==> src/rtl/enemy_car_mover_pkg.sv <==
`default_nettype none
// ============================================================================
//  Module  : road_fighter_pkg
//  Purpose : Shared types and screen constants for the enemy-car datapath:
//            FSM state enum, coordinate types, fixed-point shift and bounds.
//  Revision: 1.0 - initial release
// ============================================================================
package road_fighter_pkg;

    typedef logic signed [10:0] coord_t;   // pixel coordinate
    typedef logic signed [16:0] yfp_t;     // Y in 1/64 px (Y << FP_SHIFT)

    typedef enum logic [1:0] {
        IDLE   = 2'd0,
        MOVING = 2'd1,
        CRASH  = 2'd2
    } state_t;

    localparam int     FP_SHIFT     = 6;
    localparam coord_t Y_START      = -11'sd64;
    localparam coord_t Y_BOTTOM     = 11'sd480;
    localparam coord_t X_MIN        = 11'sd160;
    localparam coord_t X_MAX        = 11'sd480;
    localparam int     CRASH_FRAMES = 30;
    localparam int     CNT_W        = $clog2(CRASH_FRAMES + 1);

    // Promote a pixel coordinate to fixed point (sign-extended).
    function automatic yfp_t to_fp(input coord_t px);
        return yfp_t'(px) <<< FP_SHIFT;
    endfunction

endpackage
`default_nettype wire

==> src/rtl/enemy_car_mover_if.sv <==
`default_nettype none
// ============================================================================
//  Module  : enemy_car_mover_if
//  Purpose : Bundle between the frame/spawn source and the enemy-car mover.
//  Ports   : master drives startOfFrame, spawn_req, spawn_x, speed, collision
//            and observes topLeftX, topLeftY, active, crashed, done;
//            slave (the mover) is the mirror image.
//  Revision: 1.0 - initial release
// ============================================================================
interface enemy_car_mover_if;
    import road_fighter_pkg::*;

    logic        startOfFrame;
    logic        spawn_req;
    coord_t      spawn_x;
    logic [7:0]  speed;
    logic        collision;
    coord_t      topLeftX;
    coord_t      topLeftY;
    logic        active;
    logic        crashed;
    logic        done;

    modport master (
        output startOfFrame, spawn_req, spawn_x, speed, collision,
        input  topLeftX, topLeftY, active, crashed, done
    );

    modport slave (
        input  startOfFrame, spawn_req, spawn_x, speed, collision,
        output topLeftX, topLeftY, active, crashed, done
    );

endinterface
`default_nettype wire

==> src/rtl/enemy_car_mover_frame_down_counter.sv <==
`default_nettype none
// ============================================================================
//  Module  : frame_down_counter
//  Purpose : Loadable frame counter that decrements on frame pulses and
//            flags when it is at zero or is reaching zero on this decrement.
//  Ports   : clk, rst (sync, active-high), i_load/i_load_value, i_dec,
//            o_zero
//  Revision: 1.0 - initial release
// ============================================================================
module frame_down_counter #(
    parameter int WIDTH = 5
) (
    input  wire logic             clk,
    input  wire logic             rst,
    input  wire logic             i_load,
    input  wire logic [WIDTH-1:0] i_load_value,
    input  wire logic             i_dec,
    output logic                  o_zero
);

    logic [WIDTH-1:0] r_count;

    always_ff @(posedge clk) begin
        if (rst) begin
            r_count <= '0;
        end else if (i_load) begin
            r_count <= i_load_value;
        end else if (i_dec && (r_count != '0)) begin
            r_count <= r_count - 1'b1;
        end
    end

    // Look-ahead: lets the owner retire on the very frame that empties it.
    assign o_zero = (r_count == '0) ||
                    (i_dec && !i_load && (r_count == WIDTH'(1)));

endmodule
`default_nettype wire

==> src/rtl/enemy_car_mover.sv <==
`default_nettype none
// ============================================================================
//  Module  : enemy_car_mover
//  Purpose : Spawns one enemy car above the road, scrolls it down once per
//            frame in fixed-point Y, freezes it for a crash period on
//            collision, then retires it with a one-cycle done pulse.
//  Ports   : clk, reset (sync, active-high), bus (enemy_car_mover_if.slave)
//  Options : ENEMY_LATERAL_DRIFT_EN - car bounces in X between X_MIN/X_MAX
//            while moving; undefined keeps X at the latched spawn column.
//  Revision: 1.0 - initial release
// ============================================================================
module enemy_car_mover (
    input  wire logic          clk,
    input  wire logic          reset,
    enemy_car_mover_if.slave   bus
);
    import road_fighter_pkg::*;

    localparam yfp_t Y_START_FP  = to_fp(Y_START);
    localparam yfp_t Y_BOTTOM_FP = to_fp(Y_BOTTOM);

    state_t r_state;
    yfp_t   r_y_fp;
    coord_t r_x;
    coord_t r_top_y;
    logic   r_active;
    logic   r_crashed;
    logic   r_done;

    yfp_t   w_y_next;
    logic   w_cnt_load;
    logic   w_cnt_dec;
    logic   w_cnt_zero;

    // speed is unsigned; zero-extend before the signed add.
    assign w_y_next   = r_y_fp + yfp_t'({1'b0, bus.speed});
    assign w_cnt_load = (r_state == MOVING) && bus.collision;
    assign w_cnt_dec  = (r_state == CRASH) && bus.startOfFrame;

    frame_down_counter #(
        .WIDTH (CNT_W)
    ) u_crash_cnt (
        .clk          (clk),
        .rst          (reset),
        .i_load       (w_cnt_load),
        .i_load_value (CNT_W'(CRASH_FRAMES)),
        .i_dec        (w_cnt_dec),
        .o_zero       (w_cnt_zero)
    );

`ifdef ENEMY_LATERAL_DRIFT_EN
    logic   r_dir_neg;     // 0: moving right (+1), 1: moving left (-1)
    coord_t w_x_step;
    coord_t w_x_drift;
    logic   w_dir_next;

    // A step that would leave the band flips direction and steps inward.
    always_comb begin
        w_x_step   = r_dir_neg ? (r_x - 11'sd1) : (r_x + 11'sd1);
        w_x_drift  = w_x_step;
        w_dir_next = r_dir_neg;
        if ((w_x_step > X_MAX) || (w_x_step < X_MIN)) begin
            w_dir_next = !r_dir_neg;
            w_x_drift  = r_dir_neg ? (r_x + 11'sd1) : (r_x - 11'sd1);
        end
    end
`endif

    always_ff @(posedge clk) begin
        if (reset) begin
            r_state   <= IDLE;
            r_y_fp    <= '0;
            r_x       <= '0;
            r_top_y   <= '0;
            r_active  <= 1'b0;
            r_crashed <= 1'b0;
            r_done    <= 1'b0;
`ifdef ENEMY_LATERAL_DRIFT_EN
            r_dir_neg <= 1'b0;
`endif
        end else begin
            r_done <= 1'b0;
            case (r_state)
                IDLE: begin
                    r_active  <= 1'b0;
                    r_crashed <= 1'b0;
                    if (bus.spawn_req) begin
                        r_x      <= bus.spawn_x;
                        r_y_fp   <= Y_START_FP;
                        r_top_y  <= Y_START;
                        r_active <= 1'b1;
                        r_state  <= MOVING;
`ifdef ENEMY_LATERAL_DRIFT_EN
                        r_dir_neg <= 1'b0;
`endif
                    end
                end
                MOVING: begin
                    // Collision has priority over the frame step.
                    if (bus.collision) begin
                        r_state   <= CRASH;
                        r_crashed <= 1'b1;
                    end else if (bus.startOfFrame) begin
                        r_y_fp  <= w_y_next;
                        r_top_y <= w_y_next[FP_SHIFT +: 11];
`ifdef ENEMY_LATERAL_DRIFT_EN
                        r_x       <= w_x_drift;
                        r_dir_neg <= w_dir_next;
`endif
                        if (w_y_next >= Y_BOTTOM_FP) begin
                            r_state  <= IDLE;
                            r_active <= 1'b0;
                            r_done   <= 1'b1;
                        end
                    end
                end
                CRASH: begin
                    if (w_cnt_dec && w_cnt_zero) begin
                        r_state   <= IDLE;
                        r_active  <= 1'b0;
                        r_crashed <= 1'b0;
                        r_done    <= 1'b1;
                    end
                end
                default: r_state <= IDLE;
            endcase
        end
    end

    assign bus.topLeftX = r_x;
    assign bus.topLeftY = r_top_y;
    assign bus.active   = r_active;
    assign bus.crashed  = r_crashed;
    assign bus.done     = r_done;

endmodule
`default_nettype wire

==> src/flat_wrapper.sv <==
// flat-port wrapper written by rule: the top's interface ports become plain ports
module enemy_car_mover_flat import road_fighter_pkg::*;
  (clk, reset, bus_startOfFrame, bus_spawn_req, bus_spawn_x, bus_speed, bus_collision, bus_topLeftX, bus_topLeftY, bus_active, bus_crashed, bus_done);
  enemy_car_mover_if bus_i ();
  input  wire logic clk;
  input  wire logic reset;
  input wire logic [$bits(bus_i.startOfFrame)-1:0] bus_startOfFrame;
  input wire logic [$bits(bus_i.spawn_req)-1:0] bus_spawn_req;
  input wire logic [$bits(bus_i.spawn_x)-1:0] bus_spawn_x;
  input wire logic [$bits(bus_i.speed)-1:0] bus_speed;
  input wire logic [$bits(bus_i.collision)-1:0] bus_collision;
  output wire logic [$bits(bus_i.topLeftX)-1:0] bus_topLeftX;
  output wire logic [$bits(bus_i.topLeftY)-1:0] bus_topLeftY;
  output wire logic [$bits(bus_i.active)-1:0] bus_active;
  output wire logic [$bits(bus_i.crashed)-1:0] bus_crashed;
  output wire logic [$bits(bus_i.done)-1:0] bus_done;
  assign bus_i.startOfFrame = bus_startOfFrame;
  assign bus_i.spawn_req = bus_spawn_req;
  assign bus_i.spawn_x = bus_spawn_x;
  assign bus_i.speed = bus_speed;
  assign bus_i.collision = bus_collision;
  assign bus_topLeftX = bus_i.topLeftX;
  assign bus_topLeftY = bus_i.topLeftY;
  assign bus_active = bus_i.active;
  assign bus_crashed = bus_i.crashed;
  assign bus_done = bus_i.done;
  enemy_car_mover u_core (.clk(clk), .reset(reset), .bus(bus_i));
endmodule
==> config.mk <==
export PLATFORM = sky130hd
export DESIGN_NAME = enemy_car_mover_flat
export DESIGN_NICKNAME = d
export VERILOG_FILES = /design/src/rtl/enemy_car_mover_pkg.sv /design/src/rtl/enemy_car_mover_if.sv /design/src/rtl/enemy_car_mover_frame_down_counter.sv /design/src/rtl/enemy_car_mover.sv /design/src/flat_wrapper.sv
export SDC_FILE = /design/constraint.sdc
export NUM_CORES = 1
export LEC_CHECK = 0
export ABC_AREA = 1
export CORE_MARGIN = 2
export CORE_UTILIZATION = 51
export CTS_CLUSTER_SIZE = 25
export DETAILED_ROUTE_END_ITERATION = 10
export GPL_ROUTABILITY_DRIVEN = 0
export PLACE_DENSITY_LB_ADDON = 0.3
export RECOVER_POWER = 25
export SYNTH_ARGS = -nofsm -noshare
export SYNTH_HDL_FRONTEND = slang
export SYNTH_SLANG_ARGS = --single-unit
==> constraint.sdc <==
create_clock -name clk -period 3.32 [get_ports clk]
set_input_delay 0.996 -clock clk [delete_from_list [all_inputs] [get_ports clk]]
set_output_delay 0.996 -clock clk [all_outputs]
set_load 0.01 [all_outputs]
==> results of run 1 <==
## metrics by stage
| stage | hold slack [ns] | area, um2 | setup slack [ns] | setup TNS, ns |
|---|---|---|---|---|
| 3_5_place_dp | 0.464 | 2840 | -0.0835 | -0.194 |
| 6_report | 0.476 | 2930 | 0.215 | 0 |
| 5_1_grt | 0.499 | 2930 | 0.0197 | 0 |
| 2_1_floorplan | 0.448 | 2370 | 0.580 | 0 |
| 4_1_cts | 0.476 | 2930 | 0.233 | 0 |
| 3_3_place_gp | 0.458 | 2840 | 0.0154 | 0 |
## per-layer routing
layer  wire length [um]  up-vias  share of wire (%)  GRT usage [%]
met5                  0        -                  0              0
met4                 91        0                1.7           8.81
met3                246        9                4.6           4.58
met2               2510       49                 47           36.1
met1               2520     1015                 47           27.5
li1                   -     1213                  -              -
## cells in the mapped netlist, types with 4 or more instances
| library cell | n | share of area, % |
|---|---|---|
| sky130_fd_sc_hd__a21oi_1 | 24 | 5.1 |
| sky130_fd_sc_hd__buf_4 | 11 | 3.5 |
| sky130_fd_sc_hd__clkbuf_1 | 6 | 0.95 |
| sky130_fd_sc_hd__dfxtp_1 | 38 | 32 |
| sky130_fd_sc_hd__ha_1 | 14 | 7.4 |
| sky130_fd_sc_hd__inv_1 | 49 | 7.7 |
| sky130_fd_sc_hd__inv_2 | 4 | 0.63 |
| sky130_fd_sc_hd__nand2_1 | 90 | 14 |
| sky130_fd_sc_hd__nand3_1 | 20 | 4.2 |
| sky130_fd_sc_hd__nand3_2 | 4 | 1.7 |
| sky130_fd_sc_hd__nand4_1 | 4 | 1.1 |
| sky130_fd_sc_hd__nor2_1 | 43 | 6.8 |
| sky130_fd_sc_hd__nor3_1 | 4 | 0.84 |
| sky130_fd_sc_hd__o21ai_0 | 20 | 4.2 |
| sky130_fd_sc_hd__xor2_1 | 4 | 1.5 |
## path summary, 6_finish.rpt
path | endpoint | cells past startpoint | from | slack [ns]
max | u_core.r_state[1] | 20 | bus_speed[0] | 0.22
min | u_core.r_y_fp[3] | 2 | u_core.r_y_fp[3] | 0.48
max reg2reg | u_core.r_state[1] | 19 | u_core.r_y_fp[0] | 1.04
min reg2reg | u_core.r_y_fp[3] | 2 | u_core.r_y_fp[3] | 0.48
## critical path: stages
cell and delay (ns):
sky130_fd_sc_hd__clkdlybuf4s50_1 0.46, sky130_fd_sc_hd__ha_1 0.19, sky130_fd_sc_hd__inv_1 0.07, sky130_fd_sc_hd__fa_1 0.41
sky130_fd_sc_hd__inv_1 0.09, sky130_fd_sc_hd__nand3_1 0.08, sky130_fd_sc_hd__nand3_2 0.08, sky130_fd_sc_hd__nand2_1 0.06
sky130_fd_sc_hd__nand2_2 0.09, sky130_fd_sc_hd__nand2_1 0.06, sky130_fd_sc_hd__nand2_1 0.06, sky130_fd_sc_hd__nand2_1 0.06
sky130_fd_sc_hd__nor2_1 0.10, sky130_fd_sc_hd__nand2_1 0.07, sky130_fd_sc_hd__nand2_2 0.08, sky130_fd_sc_hd__nand3_2 0.06
sky130_fd_sc_hd__nand2_1 0.08, sky130_fd_sc_hd__nand2_1 0.07, sky130_fd_sc_hd__nand2_1 0.09, sky130_fd_sc_hd__a21oi_2 0.05
## cells by family after synthesis
kind of cell / share of synthesized area, %
and+or+nand+nor: 31.1
xor gates and xnor gates: 2.16
buffers and inverters: 13.2
AOI/OAI and AO/OA: 13.2
adders and majority gates: 8.22
DFF: 32.1
## registers in the layout (all words and copies together), names as in the netlist
name and cells:
u_core.bus.active 1, u_core.bus.crashed 1, u_core.bus.done 1, u_core.bus.topLeftX 11
u_core.bus.topLeftY 11, u_core.r_state 2, u_core.r_y_fp 6, u_core.u_crash_cnt.r_count 5
## power by group
| part | internal [mW] | switching, mW | total, mW |
|---|---|---|---|
| logic | 0.191 | 0.245 | 0.436 |
| clock network | 0.168 | 0.164 | 0.331 |
| registers | 0.512 | 0.0429 | 0.555 |
| total | 0.871 | 0.451 | 1.32 |
## layout make-up
class | count | area, um2
fillers | 408 | 1490
inverters | 53 | 199
well taps | 52 | 65.1
clock inverters | 1 | 5.00
multi-input cells | 249 | 1300
repair buffers | 53 | 514
flip-flops and latches | 38 | 761
clock buffers | 7 | 86.3
==> impl.org, run 1 <==
** Status
- Outcome :: finished clean

** Cells and area
- In the layout the commonest cells are sky130_fd_sc_hd__nand2_1, sky130_fd_sc_hd__inv_1, sky130_fd_sc_hd__clkdlybuf4s50_1.
- The net count of the finished layout is 439.
- Non-filler cells, final :: 453
- Share of layout cells above drive strength 1 :: 6.98%
- Most common cell after layout, fill and taps aside :: sky130_fd_sc_hd__nand2_1
- At the end of the flow the core is filled with cells to 66.4%.
- 0 antenna diodes ended up in the layout.
- Growth of design area from synthesis to finish :: 23.4%

** CTS
- TritonCTS built the clock tree.
- After clock tree synthesis, the clock-pin slew on the worst setup and hold paths is around 0.080 ns.
- In this run, CTS created clock tree buffers numbering 5.
- Cell at the root of the clock tree :: sky130_fd_sc_hd__clkbuf_8
- The number of gates resized after CTS was 0.
- For this design, the sink count on the clock tree is 38.
- For the worst-skew pair, the clock arrives at the later sink with an insertion delay of around 0.30 ns.
- The H-tree generated during clock tree synthesis spans 2 levels.
- Max clock buf depth :: 2
- After clock tree synthesis, the setup repair step added 0 buffers.
- Quantity of hold-fixing buffers added after cts :: 0

** Die
- IO Pins :: 49
- Die H :: 72.2 um
- The die covers 5220 um2.
- Initial core utilization :: 53.8%
- Die X-Extent :: ~72 um
- Area inside the core boundary :: ~4400 um2
- After floorplanning, the core was divided into 24 placement rows.

** Yosys
- Most used flip-flop cell after synthesis :: sky130_fd_sc_hd__dfxtp_1
- The average instance in the mapped netlist occupies 6.61 um2.
- Share of synthesized flip-flops with an asynchronous set or reset :: 0%
- Syn nets :: 398
- Netlist cell types :: 32
- Synthesis produced a netlist whose cell count is 359.
- Number of flops mapped to enable cells by yosys :: 0
- Total of warnings raised by yosys :: 0
- Register area share after synthesis :: 32.1%
- The cell area that synthesis handed to floorplanning was 2370 um2.
- Number of synthesized register bits :: 38

** GRT
- Via count of the first global-routing pass :: 2051
- Aggregate global routing overflow :: 0
- Total Routing Usage GR :: between 20% and 30%
- First-pass GRT wire length :: 8970 um
- Antenna violations before repair :: 0
- Entering global routing, the biggest net connects 21 pins.

** Setup path
- Along the worst path, the maximum fanout reaches 5.
- STA puts the critical path data required time at 3.50 ns.
- The worst setup path is captured at a flop.
- Worst setup path class :: in -> reg
- The worst setup path is launched from an input pin.
- For the worst setup path, the data arrival time is 3.29 ns.

** Flow run
- Across the run, the number of max-cap violations was 0.

** Timing
- Static timing analysis puts the maximum clock frequency at 0.322 GHz.
- For the pin with the worst max-slew slack, the measured transition is slightly below 0.5 ns.
- Pins Over Slew Limit :: 0
- Fin Clk Skew :: about 0.012 ns
- Setup violations remaining at the end of the flow were counted as 0.
- Setup repair after global routing missed its margin :: false
- Number of failing hold endpoints at the final stage :: 0
- Min Clock Period, post-route :: 3.10 ns
- The worst pin sits at a relative slew slack of between 60% and 70%.
- Of the available clock period, the critical path in the final layout requires 93.5%.

** Route
- Number of violations reported at the end of detailed-routing iteration 0 :: 100
- The routed design has 5370 um of wire.
- In the routed layout, each cell is associated on average with a via count of 5.05.
- Post-route DRC violation count :: 0
- Routed length per placed instance :: 11.9 um
- First-pass detailed-route iteration total :: 5
- Via total after detailed routing :: ~2300
- The detail route stage leaves a number of antenna-violating nets equal to 0.

** Placement
- Placed wire-length estimate :: 4150 um
- During placement, the flow inserted port buffers numbering 48.
- Number of cells after detailed placement :: 445

** Hold path
- Worst hold path class :: reg -> reg

** Power and ir drop
- Peak ir drop on the vdd network :: approximately 0.32 mV
- Ratio of total power to cell area :: approximately 450 nW/um2
- Total power for the finished layout comes to roughly 1.3 mW.
- For this design the static power due to leakage is approximately 1.4 nW.
Note: power is estimated with default switching activity, not from simulation.
==> inputs of run 2 (changes only) <==
--- a/config.mk
+++ b/config.mk
@@ -11,7 +11,7 @@
 export CTS_CLUSTER_SIZE = 25
 export DETAILED_ROUTE_END_ITERATION = 10
 export GPL_ROUTABILITY_DRIVEN = 0
-export PLACE_DENSITY_LB_ADDON = 0.3
+export PLACE_DENSITY = 0.81
 export RECOVER_POWER = 25
 export SYNTH_ARGS = -nofsm -noshare
 export SYNTH_HDL_FRONTEND = slang
==> run 2 against run 1 <==
Fmax down 0.83%; count of clock-buffer cells in the layout down 1; setup slack got worse by 0.026 ns; routed wire length is 3.6% higher.
==> impl.org, run 2 (same netlist as run 1, synthesis figures left out) <==
** Setup path
- The worst path arrival time is 3.31 ns (+0.02 ns).
- Logic depth of the worst setup path including buffers :: 20 (unchanged)
- The largest incremental delay on the critical path is 0.46 ns (about the same).
- Most frequent CP cell :: sky130_fd_sc_hd__nand2_1
- The worst register-to-register path begins at u_core.r_y_fp[0].
- Grouping stages by cell kind, the critical path spends the most delay in simple AND/OR/NAND/NOR gates.
- The cell count of the worst reg-to-reg path was 19 (unchanged).
- STA classifies the critical path endpoint as a flop.
- The maximum fanout along the worst path came to 5 (unchanged).
- Required @ worst endpoint :: 3.50 ns (about the same)
- Number of buffers and inverters on the critical path :: 3 (unchanged)
- Worst setup path class :: in -> reg
- The slowest stage of the critical path is the sky130_fd_sc_hd__clkdlybuf4s50_1 cell.
- CP startpoint kind :: input pin
- The endpoint identified for the worst register-to-register timing path is u_core.r_state[1].
- Worst R2R Setup Slack :: 1.02 ns (-0.02 ns)
- The critical path goes through clkdlybuf4s50_1 -> ha_1 -> inv_1 -> fa_1 -> inv_1 -> nand3_1 -> nand3_2 -> nand2_1 -> nand2_2 -> nand2_1 -> nand2_1 -> nand2_1 -> nor2_1 -> nand2_1 -> nand2_2 -> nand3_2 -> nand2_1 -> nand2_1 -> nand2_1 -> a21oi_2.

** Power and ir drop
- The part of the power in combinational logic was 29.9% (-3.1 points).
- Sequential cell fraction of total power :: 37.2% (-4.8 points)
- The total power came to 1.49 mW (+13%).
- Switching power total :: 0.466 mW (+3.2%)
- The worst-case vdd ir drop is 0.315 mV (-0.89%).
- The portion of total power attributed to the clock network was 32.9% (+7.9 points).
- Leak Pwr :: 1.40 nW (+2.8%)
- The internal cell power was 1.03 mW (+18%).
- The power density relative to cell area is 498 nW/um2 (+10%).
- The fraction of power spent switching nets is 31.2% (-2.9 points).

** Cells and area
- Most common cell after layout, fill and taps aside :: sky130_fd_sc_hd__nand2_1
- Non-filler cells, final :: 455 (+0.44%)
- The library cells used most frequently in the layout, excluding fill and tap cells, are sky130_fd_sc_hd__nand2_1, sky130_fd_sc_hd__inv_1, sky130_fd_sc_hd__clkdlybuf4s50_1.
- Share of layout cells above drive strength 1 :: 7.69% (+0.71 points)
- Nets@finish :: 441 (+0.46%)
- Antenna cell count :: 0 (unchanged)
- Relative to the synthesized area, the layout overhead comes to 26.2%.

** Placement
- The post-placement cell count came to 447 (+0.45%).
- Worst-case setup slack after placement :: -0.0510 ns (+0.0325 ns)
- Placed wire-length estimate :: 4130 um (-0.56%)
- The quantity of I/O buffers inserted on ports came to 48 (unchanged).

** CTS
- Clock Sinks :: 38 (unchanged)
- Total clock buffers created by CTS :: 5 (unchanged)
- The clock insertion delay at the later pin of the skew report came to 0.29 ns (about the same).
- CTS clk-pin slew, worst paths :: 0.08 ns (about the same)
- TritonCTS built the clock tree.
- Max clock buf depth :: 2 (unchanged)
- Post-CTS setup repair buffer count :: 0 (unchanged)
- CTS-repair resized insts :: 0 (unchanged)
- The count of H-tree levels built during CTS came to 2 (unchanged).
- The number of buffers inserted for hold repair after clock tree synthesis was 0 (unchanged).
- Cell at the root of the clock tree :: sky130_fd_sc_hd__clkbuf_8

** Timing
- The max-slew headroom at the worst pin was 65.1% (-1.3 points).
- Setup total negative slack :: 0 ns (unchanged)
- The maximum operating frequency is 0.319 GHz (-0.83%).
- Pins Over Slew Limit :: 0 (unchanged)
- The smallest setup slack after layout was 0.189 ns (-0.0261 ns).
- Fin Clk Skew :: 0.0103 ns (-0.00201 ns)
- # setup viols final :: 0 (unchanged)
- Fin Hold WS :: 0.478 ns (+0.00172 ns)
- Setup repair after global routing left no endpoint under its margin.
- The minimum clock period after layout is 3.13 ns (+0.0261 ns).
- The pin slew with the least headroom to its limit is 0.517 ns (+0.0199 ns).
- Number of failing hold endpoints at the final stage :: 0 (unchanged)
- Part of the cycle the worst path needs :: 94.3% (+0.79 points)

** Route
- The remaining antenna violation count was 0 (unchanged).
- The detailed-route vias per instance is 5.00 (-0.96%).
- Overall routed net length :: 5560 um (+3.6%)
- The total via count in the routed design came to 2274 (-0.52%).
- Routed length per placed instance :: 12.2 um (+3.2%)
- Post-route DRC violation count :: 0 (unchanged)
- The first-pass iteration count of the detailed router came to 4 (-1).
- The number of DRC markers after the initial detailed-route iteration came to 206 (+110%).

** Die
- The number of primary I/O pins is 49 (unchanged).
- The vertical die dimension was 72.2 um (unchanged).
- Number of core rows :: 24 (unchanged)
- Initial core utilization :: 53.8% (unchanged)
- The die width is 72.2 um (unchanged).
- The area of the core came to 4410 um2 (unchanged).
- Die area :: 5220 um2 (unchanged)

** Hold path
- The path class of the tightest hold or removal check is reg -> reg.
- Number of stages on the worst hold path :: 2 (unchanged)
- The path with the worst hold slack has its endpoint at u_core.r_y_fp[4].
- In this run the most critical hold path is launched from u_core.r_y_fp[4].

** Status
- Outcome :: finished clean

** GRT
- The remaining global-route overflow was 0 (unchanged).
- The number of global-route vias before repair came to 2196 (+7.1%).
- The first-pass GRT wire length was 9520 um (+6.1%).
- The largest net degree at the start of global routing was 21 (unchanged).
- Antenna violations before repair :: 0 (unchanged)
- The global-route usage over all layers came to 23.0% (+1.3 points).

** Flow run
- The max-capacitance violation count was 0 (unchanged).
==> run 2: cell types whose count changed in the layout (fill, tap and decap cells not counted) <==
cell,previous run,this run
sky130_fd_sc_hd__buf_4,4,6
sky130_fd_sc_hd__dlygate4sd3_1,2,3
sky130_fd_sc_hd__clkbuf_1,2,1
sky130_fd_sc_hd__bufinv_16,0,2
sky130_fd_sc_hd__clkinv_2,1,0
sky130_fd_sc_hd__clkdlybuf4s50_1,46,45
==> run 2: power groups by stage <==
| stage | sequential (mW) | clock [mW] | combinational, mW |
|---|---|---|---|
| 4_1_cts | 0.554 | 0.499 | 0.448 |
| 3_5_place_dp | 0.564 | 0 | 0.442 |
| 6_report | 0.555 | 0.491 | 0.445 |
| 2_1_floorplan | 0.567 | 0 | 0.281 |
| 5_1_grt | 0.562 | 0.517 | 0.497 |
| 3_3_place_gp | 0.563 | 0 | 0.434 |
==> run 2: worst max path at each step <==
stage,slack [ns],startpoint,to
2_1_floorplan,0.58,bus_speed[0],u_core.r_state[0]
3_3_place_gp,0.05,bus_speed[0],u_core.r_state[0]
3_5_place_dp,-0.05,bus_speed[0],u_core.r_state[1]
4_1_cts,0.21,bus_speed[0],u_core.r_state[1]
5_1_grt,0.02,bus_speed[0],u_core.r_state[0]
6_report,0.19,bus_speed[0],u_core.r_state[1]
==> run 2: worst register-to-register path: stages (launching register included) <==
cell and delay, ns:
sky130_fd_sc_hd__dfxtp_1 0.34, sky130_fd_sc_hd__ha_1 0.17, sky130_fd_sc_hd__inv_1 0.05, sky130_fd_sc_hd__fa_1 0.39, sky130_fd_sc_hd__inv_1 0.10, sky130_fd_sc_hd__nand3_1 0.09
sky130_fd_sc_hd__nand3_2 0.10, sky130_fd_sc_hd__nand2_1 0.07, sky130_fd_sc_hd__nand2_2 0.10, sky130_fd_sc_hd__nand2_1 0.06, sky130_fd_sc_hd__nand2_1 0.06, sky130_fd_sc_hd__nand2_1 0.06
sky130_fd_sc_hd__nor2_1 0.10, sky130_fd_sc_hd__nand2_1 0.08, sky130_fd_sc_hd__nand2_2 0.09, sky130_fd_sc_hd__nand3_2 0.06, sky130_fd_sc_hd__nand2_1 0.09, sky130_fd_sc_hd__nand2_1 0.07
sky130_fd_sc_hd__nand2_1 0.08, sky130_fd_sc_hd__a21oi_2 0.05
==> run 2: cell type report <==
class / count / area, um2
Clock buffer: 6 / 82.6
Clock inverter: 2 / 60.1
Fill cell: 382 / 1420
Inverter: 53 / 199
Multi-Input combinational cell: 249 / 1300
Sequential cell: 38 / 761
Tap cell: 52 / 65.1
Timing Repair Buffer: 55 / 529
==> run 2: per-layer routing <==
metal	GRT usage (%)	share of wire [%]	vias up	wire, um
met5	0	0	-	0
met4	10.1	2.2	0	124
met1	29.4	48	995	2640
met2	38.0	47	50	2610
met3	4.17	3.4	15	190
li1	-	-	1214	-
==> run 2: stage by stage <==
step | instance area [um2] | utilization [%]
after floorplan | 2370 | -
after global placement | 2860 | 64.7
after detailed placement | 2860 | 64.7
after CTS | 3000 | 67.9
after global routing | 3000 | 67.9
final | 3000 | 67.9
